**src/rtl/mac_accumulator_pkg.sv**
```systemverilog
// Shared types and widths for the multiply-accumulate controller.
// Imported by the interface and the controller.
package mac_pkg;

  localparam int OPERAND_W = 4;
  localparam int PRODUCT_W = 8;

  typedef enum logic [1:0] {
    IDLE,
    ACCUM,
    DONE
  } state_t;

endpackage

```
**src/rtl/mac_accumulator_if.sv**
```systemverilog
// Job control, operand/result handshakes and
// multiplier hookup for mac_accumulator.
interface mac_accumulator_if
  import mac_pkg::*;
#(
  parameter int ACC_W = 12
);

  logic                 start;
  logic                 in_valid;
  logic                 in_ready;
  logic [OPERAND_W-1:0] in_a;
  logic [OPERAND_W-1:0] in_b;
  logic [OPERAND_W-1:0] mul_a;
  logic [OPERAND_W-1:0] mul_b;
  logic [PRODUCT_W-1:0] mul_p;
  logic                 out_valid;
  logic                 out_ready;
  logic [ACC_W-1:0]     out_sum;
  logic                 out_ovf;
  logic                 busy;

  modport slave (
    input  start,
    input  in_valid,
    input  in_a,
    input  in_b,
    input  mul_p,
    input  out_ready,
    output in_ready,
    output mul_a,
    output mul_b,
    output out_valid,
    output out_sum,
    output out_ovf,
    output busy
  );

  modport master (
    output start,
    output in_valid,
    output in_a,
    output in_b,
    output mul_p,
    output out_ready,
    input  in_ready,
    input  mul_a,
    input  mul_b,
    input  out_valid,
    input  out_sum,
    input  out_ovf,
    input  busy
  );

endinterface

```
**src/rtl/mac_accumulator.sv**
```systemverilog
// Accumulates N_TERMS products from an external multiplier
// into a dot-product result with a sticky wrap flag.
module mac_accumulator
  import mac_pkg::*;
#(
  parameter int N_TERMS = 4,
  parameter int ACC_W   = 12
) (
  input  logic              clk,
  input  logic              rst,
  mac_accumulator_if.slave  bus
);

  localparam int CNT_W = $clog2(N_TERMS + 1);
  localparam logic [CNT_W-1:0] FULL = CNT_W'(N_TERMS);
  localparam logic [CNT_W-1:0] LAST = CNT_W'(N_TERMS - 1);
  localparam int PAD_W = ACC_W + 1 - PRODUCT_W;

  state_t               state_q;
  logic [OPERAND_W-1:0] mul_a_q;
  logic [OPERAND_W-1:0] mul_b_q;
  logic [ACC_W-1:0]     acc_q;
  logic                 ovf_q;
  logic [CNT_W-1:0]     take_cnt_q;
  logic [CNT_W-1:0]     add_cnt_q;
  logic                 s1_valid_q;

  logic                 in_ready;
  logic                 hs;
  logic [ACC_W:0]       sum_d;

  assign in_ready = (state_q == ACCUM) &&
                    (take_cnt_q < FULL);
  assign hs       = bus.in_valid & in_ready;

  // Extra top bit captures the carry out of the accumulator.
  assign sum_d = {1'b0, acc_q} +
                 {{PAD_W{1'b0}}, bus.mul_p};

  always_ff @(posedge clk or posedge rst) begin
    if (rst) begin
      state_q    <= IDLE;
      mul_a_q    <= '0;
      mul_b_q    <= '0;
      acc_q      <= '0;
      ovf_q      <= 1'b0;
      take_cnt_q <= '0;
      add_cnt_q  <= '0;
      s1_valid_q <= 1'b0;
    end else begin
      unique case (state_q)
        IDLE: begin
          s1_valid_q <= 1'b0;
          if (bus.start) begin
            acc_q      <= '0;
            ovf_q      <= 1'b0;
            take_cnt_q <= '0;
            add_cnt_q  <= '0;
            state_q    <= ACCUM;
          end
        end
        ACCUM: begin
          if (hs) begin
            mul_a_q    <= bus.in_a;
            mul_b_q    <= bus.in_b;
            s1_valid_q <= 1'b1;
            take_cnt_q <= take_cnt_q + 1'b1;
          end else begin
            s1_valid_q <= 1'b0;
          end
          if (s1_valid_q) begin
            acc_q     <= sum_d[ACC_W-1:0];
            add_cnt_q <= add_cnt_q + 1'b1;
            if (sum_d[ACC_W]) begin
              ovf_q <= 1'b1;
            end
            if (add_cnt_q == LAST) begin
              state_q <= DONE;
            end
          end
        end
        DONE: begin
          s1_valid_q <= 1'b0;
          if (bus.out_ready) begin
            state_q <= IDLE;
          end
        end
        default: begin
          state_q    <= IDLE;
          s1_valid_q <= 1'b0;
        end
      endcase
    end
  end

  assign bus.in_ready  = in_ready;
  assign bus.mul_a     = mul_a_q;
  assign bus.mul_b     = mul_b_q;
  assign bus.out_valid = (state_q == DONE);
  assign bus.out_sum   = acc_q;
  assign bus.out_ovf   = ovf_q;
  assign bus.busy      = (state_q != IDLE);

endmodule

```
**src/flat_wrapper.sv**
```systemverilog
// flat-port wrapper written by rule: the top's interface ports become plain ports
module mac_accumulator_flat import mac_pkg::*;
#(
  parameter int N_TERMS = 4,
  parameter int ACC_W   = 12
)
  (clk, rst, bus_start, bus_in_valid, bus_in_a, bus_in_b, bus_mul_p, bus_out_ready, bus_in_ready, bus_mul_a, bus_mul_b, bus_out_valid, bus_out_sum, bus_out_ovf, bus_busy);
  mac_accumulator_if #(.ACC_W(ACC_W)) bus_i ();
  input  logic clk;
  input  logic rst;
  input wire logic [$bits(bus_i.start)-1:0] bus_start;
  input wire logic [$bits(bus_i.in_valid)-1:0] bus_in_valid;
  input wire logic [$bits(bus_i.in_a)-1:0] bus_in_a;
  input wire logic [$bits(bus_i.in_b)-1:0] bus_in_b;
  input wire logic [$bits(bus_i.mul_p)-1:0] bus_mul_p;
  input wire logic [$bits(bus_i.out_ready)-1:0] bus_out_ready;
  output wire logic [$bits(bus_i.in_ready)-1:0] bus_in_ready;
  output wire logic [$bits(bus_i.mul_a)-1:0] bus_mul_a;
  output wire logic [$bits(bus_i.mul_b)-1:0] bus_mul_b;
  output wire logic [$bits(bus_i.out_valid)-1:0] bus_out_valid;
  output wire logic [$bits(bus_i.out_sum)-1:0] bus_out_sum;
  output wire logic [$bits(bus_i.out_ovf)-1:0] bus_out_ovf;
  output wire logic [$bits(bus_i.busy)-1:0] bus_busy;
  assign bus_i.start = bus_start;
  assign bus_i.in_valid = bus_in_valid;
  assign bus_i.in_a = bus_in_a;
  assign bus_i.in_b = bus_in_b;
  assign bus_i.mul_p = bus_mul_p;
  assign bus_i.out_ready = bus_out_ready;
  assign bus_in_ready = bus_i.in_ready;
  assign bus_mul_a = bus_i.mul_a;
  assign bus_mul_b = bus_i.mul_b;
  assign bus_out_valid = bus_i.out_valid;
  assign bus_out_sum = bus_i.out_sum;
  assign bus_out_ovf = bus_i.out_ovf;
  assign bus_busy = bus_i.busy;
  mac_accumulator #(.N_TERMS(N_TERMS), .ACC_W(ACC_W)) u_core (.clk(clk), .rst(rst), .bus(bus_i));
endmodule
```
**config.mk**
```make
export PLATFORM = sky130hd
export DESIGN_NAME = mac_accumulator_flat
export DESIGN_NICKNAME = d
export VERILOG_FILES = /design/src/rtl/mac_accumulator_pkg.sv /design/src/rtl/mac_accumulator_if.sv /design/src/rtl/mac_accumulator.sv /design/src/flat_wrapper.sv
export SDC_FILE = /design/constraint.sdc
export NUM_CORES = 1
export LEC_CHECK = 0
export CORE_UTILIZATION = 51
export DETAILED_ROUTE_END_ITERATION = 12
export GPL_TIMING_DRIVEN = 0
export PLACE_DENSITY = 0.86
export RECOVER_POWER = 100
export SKIP_CTS_REPAIR_TIMING = 1
export SLEW_MARGIN = 20
export SYNTH_ARGS = -nofsm -noshare
export SYNTH_HDL_FRONTEND = slang
export SYNTH_SLANG_ARGS = --single-unit
```
**constraint.sdc**
```tcl
create_clock -name clk -period 3.3 [get_ports clk]
set_clock_uncertainty 0.2 [all_clocks]
set_input_delay 0.66 -clock clk [delete_from_list [all_inputs] [get_ports clk]]
set_output_delay 0.66 -clock clk [all_outputs]
set_load 0.05 [all_outputs]
```
==> impl_results.md, run 1 <==
* Worst vdd ir at 0.664 mV
* HP Class: register to register
* Design Area, Final at 2100 µm²
* Leakage at 0.000986 µW
* Seq/Total Area, Yosys at 0.477
* Hold Slack at 0.293 ns
* Final HPWL DP at 2.68 mm
* Overflow after GRT at 0
* Worst hold start: u_core.add_cnt_q[0]$_DFFE_PP0P_
* R2R Path End: u_core.bus.out_sum[10]$_DFFE_PP0P_
* Synth Warn # at 0
* Asr flop ratio synth at 1.00
* Status: finished, violations left
* Setup-failing EPs final at 0
* TritonCTS clock tree: yes
* Vias in the first global route at 1402
* Area grow syn2layout at 33.6%
* Fin Setup TNS at 0 ns
* DR vias/cell at 5.78
* Rows at 19
* Die area at 3310 µm²
* Largest net degree at the start of global routing at 31
* Reg2reg start: u_core.bus.out_sum[0]$_DFFE_PP0P_
* R2R setup slack at 0.84 ns
* Placed cell area at slightly above 2000 µm²
* Clk_lat worst skew at 0.34 ns
* Endpoint, Worst Hold: u_core.add_cnt_q[0]$_DFFE_PP0P_
* Routed WL at 3.61 mm
* Initial antenna violation count at 0
* CTS clock-pin slew for the worst setup and hold paths at 0.10 ns
* Post-synth EDFFs at 0
* Share of cells above drive strength 1 at 0.101
* Layout net count at 232
* Final Hold Vio Count at 0
* CTS buffer count at 5
* Gpl congestion at a little under 0.8
* Clock sinks at 30
* DIE WIDTH at 57.6 µm
* First-pass GRT wire length at roughly 6 mm
* Critical path launch point type: register
* RSZ-0062 raised after global routing: false
* Synthesized Nets at roughly 180
* Wirelength per Cell at ~16 µm
* Worst slew pin tran at 1.13 ns
* Fin crit share at 0.885
* Antenna Violating Nets Remaining at 0
* DRT Pass-1 Iters at 9
* Crit path capture type: output pin
* Power per standard cell area at 1050 nW/µm²
* Max clock buf depth at 2
* Root Driver: clkbuf_4
* Synthesized area per cell at 10.6 µm²
* Cells after Synth at 148
* Setup Crit Path Kind: register to output pin
* Max-cap viol count at 0
* Via count at roughly 1300
* Critical path data arrival time at between 2 and 2.5 ns
* Die Height at between 50 and 60 µm
* Hold depth at 1
* Initial Utilization at 0.557
* Cell area after synthesis at 1580 µm²
* Area of the core at about 2800 µm²
* Slew Limit Fails at 0
* WP data required at 2.44 ns
* Reg2reg path depth at 7
* Dominant synthesized flop cell: dfrtp_1
* Register bit total from synthesis at 30
* Diodes inserted at 0
* DRC Markers at 2
* Failing checks: DRC
* GRT Util Overall at 0.244
* PortBufs at 44
* Fin crit period at roughly 3 ns
* Max transition margin at 0.248
* # H-tree levels at 2
* Synth unique cells at 41
* Crit-path max FO at 6
* I/O Pins at 45
* Max Freq at 342 MHz
* 1st-iter DRT viols at 44
## metrics by stage
stage / cells / total power, µW / setup WS [ns] / util
5_1_grt: 229 / 2340 / 0.196 / 0.744
3_5_place_dp: 223 / 2050 / 0.194 / 0.726
4_1_cts: 229 / 2260 / 0.434 / 0.744
6_report: 229 / 2210 / 0.380 / 0.744
3_3_place_gp: 223 / 1990 / 0.220 / 0.726
2_1_floorplan: 148 / 1610 / 0.794 / -
## cell usage after synthesis (all sizes together) (3+ instances only)
master | n | area [µm²]
a21o | 3 | 22.5
a21oi | 9 | 48.8
a22o | 3 | 26.3
and3 | 3 | 20.0
dfrtp | 30 | 751
ha | 11 | 138
inv | 7 | 26.3
mux2 | 8 | 90.1
nand2 | 16 | 60.1
nand2b | 4 | 25.0
nand3 | 4 | 20.0
nor2 | 9 | 33.8
nor3 | 4 | 20.0
o21ai | 6 | 30.0
o31ai | 3 | 22.5
xor2 | 3 | 26.3
## power breakdown
group          internal (µW)  total (µW)  switching (µW)
Clock                   95.8         216             120
Sequential               529         646             117
Combinational            471        1350             875
## cell type report
type	instances	area, µm²
Buffer	2	7.51
Clock buffer	6	51.3
Fill cell	218	724
Inverter	7	26.3
Multi-Input combinational cell	109	790
Sequential cell	30	751
Tap cell	31	38.8
Timing Repair Buffer	44	440
## state kept, by name (all words and copies together), names as in the netlist
name / flops
u_core.state_q: 2
u_core.bus.mul_a: 4
u_core.bus.mul_b: 4
u_core.s1_valid_q: 1
u_core.add_cnt_q: 3
u_core.take_cnt_q: 3
u_core.bus.out_sum: 12
u_core.bus.out_ovf: 1
## cell usage in the layout (no fill, tap or decap), drive strengths merged, types with 2 or more instances in the layout
master / Yosys / routed
o31ai: 3 / 3
a31o: 2 / 2
clkbuf: 1 / 8
nand3: 4 / 4
xor2: 3 / 3
nand2: 16 / 16
dfrtp: 30 / 30
nand2b: 4 / 4
a22o: 3 / 3
mux2: 8 / 8
nor3b: 2 / 2
o21ai: 6 / 6
a311oi: 2 / 2
nor2: 9 / 9
inv: 7 / 7
a21o: 3 / 3
and3: 3 / 3
nor3: 4 / 4
clkdlybuf4s50: 0 / 16
dlygate4sd3: 0 / 28
a21oi: 9 / 9
mux2i: 2 / 2
ha: 11 / 11
## worst max-delay path by stage
stage / start / end / slack, ns / cells after the start
2_1_floorplan: u_core.bus.out_sum[0]$_DFFE_PP0P_ / u_core.bus.out_sum[10]$_DFFE_PP0P_ / 0.79 / 7
3_3_place_gp: bus_mul_p[0] / u_core.bus.out_sum[10]$_DFFE_PP0P_ / 0.22 / 8
3_5_place_dp: bus_mul_p[0] / u_core.bus.out_sum[10]$_DFFE_PP0P_ / 0.19 / 8
4_1_cts: u_core.state_q[1]$_DFFE_PP0P_ / bus_in_ready / 0.43 / 3
5_1_grt: bus_mul_p[0] / u_core.bus.out_sum[10]$_DFFE_PP0P_ / 0.20 / 8
6_report: u_core.state_q[1]$_DFFE_PP0P_ / bus_in_ready / 0.38 / 3
## routing by layer
layer | wire length, µm | global-route usage | part of all wire
met3 | 179 | 0.0612 | 0.050
met5 | 0 | 0 | 0
met2 | 1780 | 0.414 | 0.49
met1 | 1570 | 0.282 | 0.43
met4 | 86 | 0.132 | 0.024
## critical path, stage by stage, from the launching register on
cell and delay (ns):
dfrtp_1 0.42, nand2b_1 0.25, nor2_1 0.17, dlygate4sd3_1 0.89
## logic make-up (layout without fill, tap and decap cells)
logic type                 Yosys count  after routing  share of synthesized area
adders and majority gates           12             12                      0.100
DFF                                 30             30                      0.477
muxes                               10             10                     0.0699
AOI/OAI and AO/OA                   35             35                      0.156
buffers and inverters                9             59                     0.0222
xor gates and xnor gates             4              4                     0.0222
and+or+nand+nor                     48             48                      0.153
Power figures use the tool's default switching activity.
==> run 2, diff against run 1 <==
CORE_UTILIZATION = 42   (was 51)
CTS_CLUSTER_SIZE = 14   (was default)
PLACE_DENSITY = 0.76   (was 0.86)
clock period = 2.5 ns   (was 3.3 ns; I/O delays follow)
==> run 2 against run 1 <==
Compared with the run above: the run now ends clean; first-iteration DRC count stayed put; die area is 21% higher; design area is 5.7% higher; setup slack worse by 0.34 ns; largest cell class unchanged; largest power group unchanged; highest routed layer unchanged.
==> impl_results.md, run 2 (synthesis results as in run 1) <==
* TritonCTS clock tree: yes
* Reg2reg start: u_core.bus.out_sum[0]$_DFFE_PP0P_
* Rows at 21
* Setup-failing EPs final at 0
* Overflow after GRT at 0
* WP data required at 2.50 ns
* Fin Setup TNS at 0 ns
* Die area at 4000 µm²
* Crit path from: bus_mul_p[0]
* Area of the core at 3470 µm²
* Leakage at 0.00101 µW
* CP delay by family, top: compound AO/OA/AOI/OAI gates
* Clock sinks at 30
* Die Height at 63.2 µm
* DIE WIDTH at 63.2 µm
* Cell Count, Final, Fillers Out at about 250
* CTS buffer count at 5
* Critical-path cell list: clkdlybuf4s50_1 > ha_2 > fa_2 > a21o_1 > a221oi_4 > o21ai_4 > and3_4 > nor3_2
* Max-cap viol count at 0
* Placed cell area at 2070 µm²
* Antenna Violating Nets Remaining at 0
* Critical path launch point type: input pin
* Most common cell after layout, fill and taps aside: dfrtp_1
* DR vias/cell at 5.37
* Status: complete, no violations
* Endpoint, Worst Hold: u_core.add_cnt_q[0]$_DFFE_PP0P_
* HP Class: register to register
* Crit path capture type: register
* Via count at 1326
* Max transition margin at 0.229
* Power per standard cell area at 1390 nW/µm²
* Worst hold start: u_core.add_cnt_q[0]$_DFFE_PP0P_
* Slew Limit Fails at 0
* Post-Place Cells at 238
* R2R setup slack at 0.25 ns
* Area grow syn2layout at 41.2%
* Routed WL at between 3 and 4 mm
* Share of cells above drive strength 1 at 0.159
* Final HPWL DP at around 2.4 mm
* Commonest non-fill, non-tap cells in the layout: dfrtp_1, dlygate4sd3_1, clkdlybuf4s50_1
* CTS clock-pin slew for the worst setup and hold paths at approximately 0.06 ns
* First-pass GRT wire length at 5.77 mm
* Fin crit share at 0.983
* Hold depth at 1
* Largest net degree at the start of global routing at 31
* Initial Utilization at 0.454
* Final Hold Vio Count at 0
* GRT Util Overall at 0.186
* Fillers at 307
* # H-tree levels at 2
* Wirelength per Cell at 14.2 µm
* Slowest stage delay, CP at 0.42 ns
* Worst slew pin tran at 1.15 ns
* Critical path data arrival time at roughly 2.5 ns
* Final core occ at 0.641
* 1st-iter DRT viols at 44
* R2R Path End: u_core.bus.out_sum[10]$_DFFE_PP0P_
* Clk_lat worst skew at 0.28 ns
* Layout net count at about 230
* Design Area, Final at ~2200 µm²
* Crit-path max FO at 5
* Worst Path Buf+Inv at 1
* Fin crit period at between 2 and 2.5 ns
* DRC Markers at 0
* Max reg flops at 12
* I/O Pins at 45
* Max Freq at 407 MHz
* Reg2reg path depth at 7
* PortBufs at 44
* Root Driver: clkbuf_8
* Vias in the first global route at 1329
* Worst vdd ir at 0.702 mV
* Diodes inserted at 0
* Hold Slack at 0.276 ns
* DRT Pass-1 Iters at 4
* CP max-delay cell: clkdlybuf4s50_1
* Initial antenna violation count at 0
* Setup Crit Path Kind: input pin to register
* Gpl congestion at 0.786
* Max clock buf depth at 2
[run 2: cell count changes in the layout (fill, tap and decap cells not counted), moves of 2 or more]
cell             before  now
dlygate4sd3_1        28   23
clkbuf_4              5    0
clkbuf_8              1    6
clkbuf_1              2    5
clkdlybuf4s50_1      16   18
ha_1                 11    9
[run 2: final cells by class]
class,count,area (µm²),area share
sequential,30,752,0.338
inverter,7,26.3,0.0118
tap,46,57.6,0.0259
multi-input combinational,109,852,0.383
buffer,2,7.51,0.00337
timing repair buffer,45,438,0.197
clock inverter,1,5.00,0.00225
clock buffer,7,86.3,0.0388
[run 2: worst register-to-register path, cell delays in order, from the launching register on]
cell	delay, ns
dfrtp_2	0.41
ha_2	0.20
fa_2	0.38
a21o_1	0.21
a221oi_4	0.34
o21ai_4	0.12
and3_4	0.20
nor3_2	0.10
[run 2: per-stage QoR]
| stage | total power (µW) | setup WS [ns] |
|---|---|---|
| final | 3090 | 0.0419 |
| after global routing | 3310 | -0.0309 |
| after CTS | 3100 | -0.201 |
| after detailed placement | 2680 | -0.480 |
| after global placement | 2630 | -0.435 |
| after floorplan | 2130 | 0.0957 |
[run 2: worst max path at each step]
stage | to | depth (start not counted)
2_1_floorplan | u_core.bus.out_sum[10]$_DFFE_PP0P_ | 7
3_3_place_gp | u_core.bus.out_sum[10]$_DFFE_PP0P_ | 8
3_5_place_dp | u_core.bus.out_sum[10]$_DFFE_PP0P_ | 8
4_1_cts | u_core.bus.out_sum[10]$_DFFE_PP0P_ | 8
5_1_grt | u_core.bus.out_sum[10]$_DFFE_PP0P_ | 8
6_report | u_core.bus.out_sum[10]$_DFFE_PP0P_ | 8
[run 2: where the power goes]
group	switching [µW]	internal, µW	total [µW]
sequential	159	701	859
combinational	1180	655	1830
clock	180	222	401
total	1520	1580	3090
[run 2: metal layers]
metal | wire length (µm) | GRT usage
met1 | 1510 | 0.227
met5 | 0 | 0
met2 | 1740 | 0.306
met3 | 200 | 0.0471
met4 | 60 | 0.0881
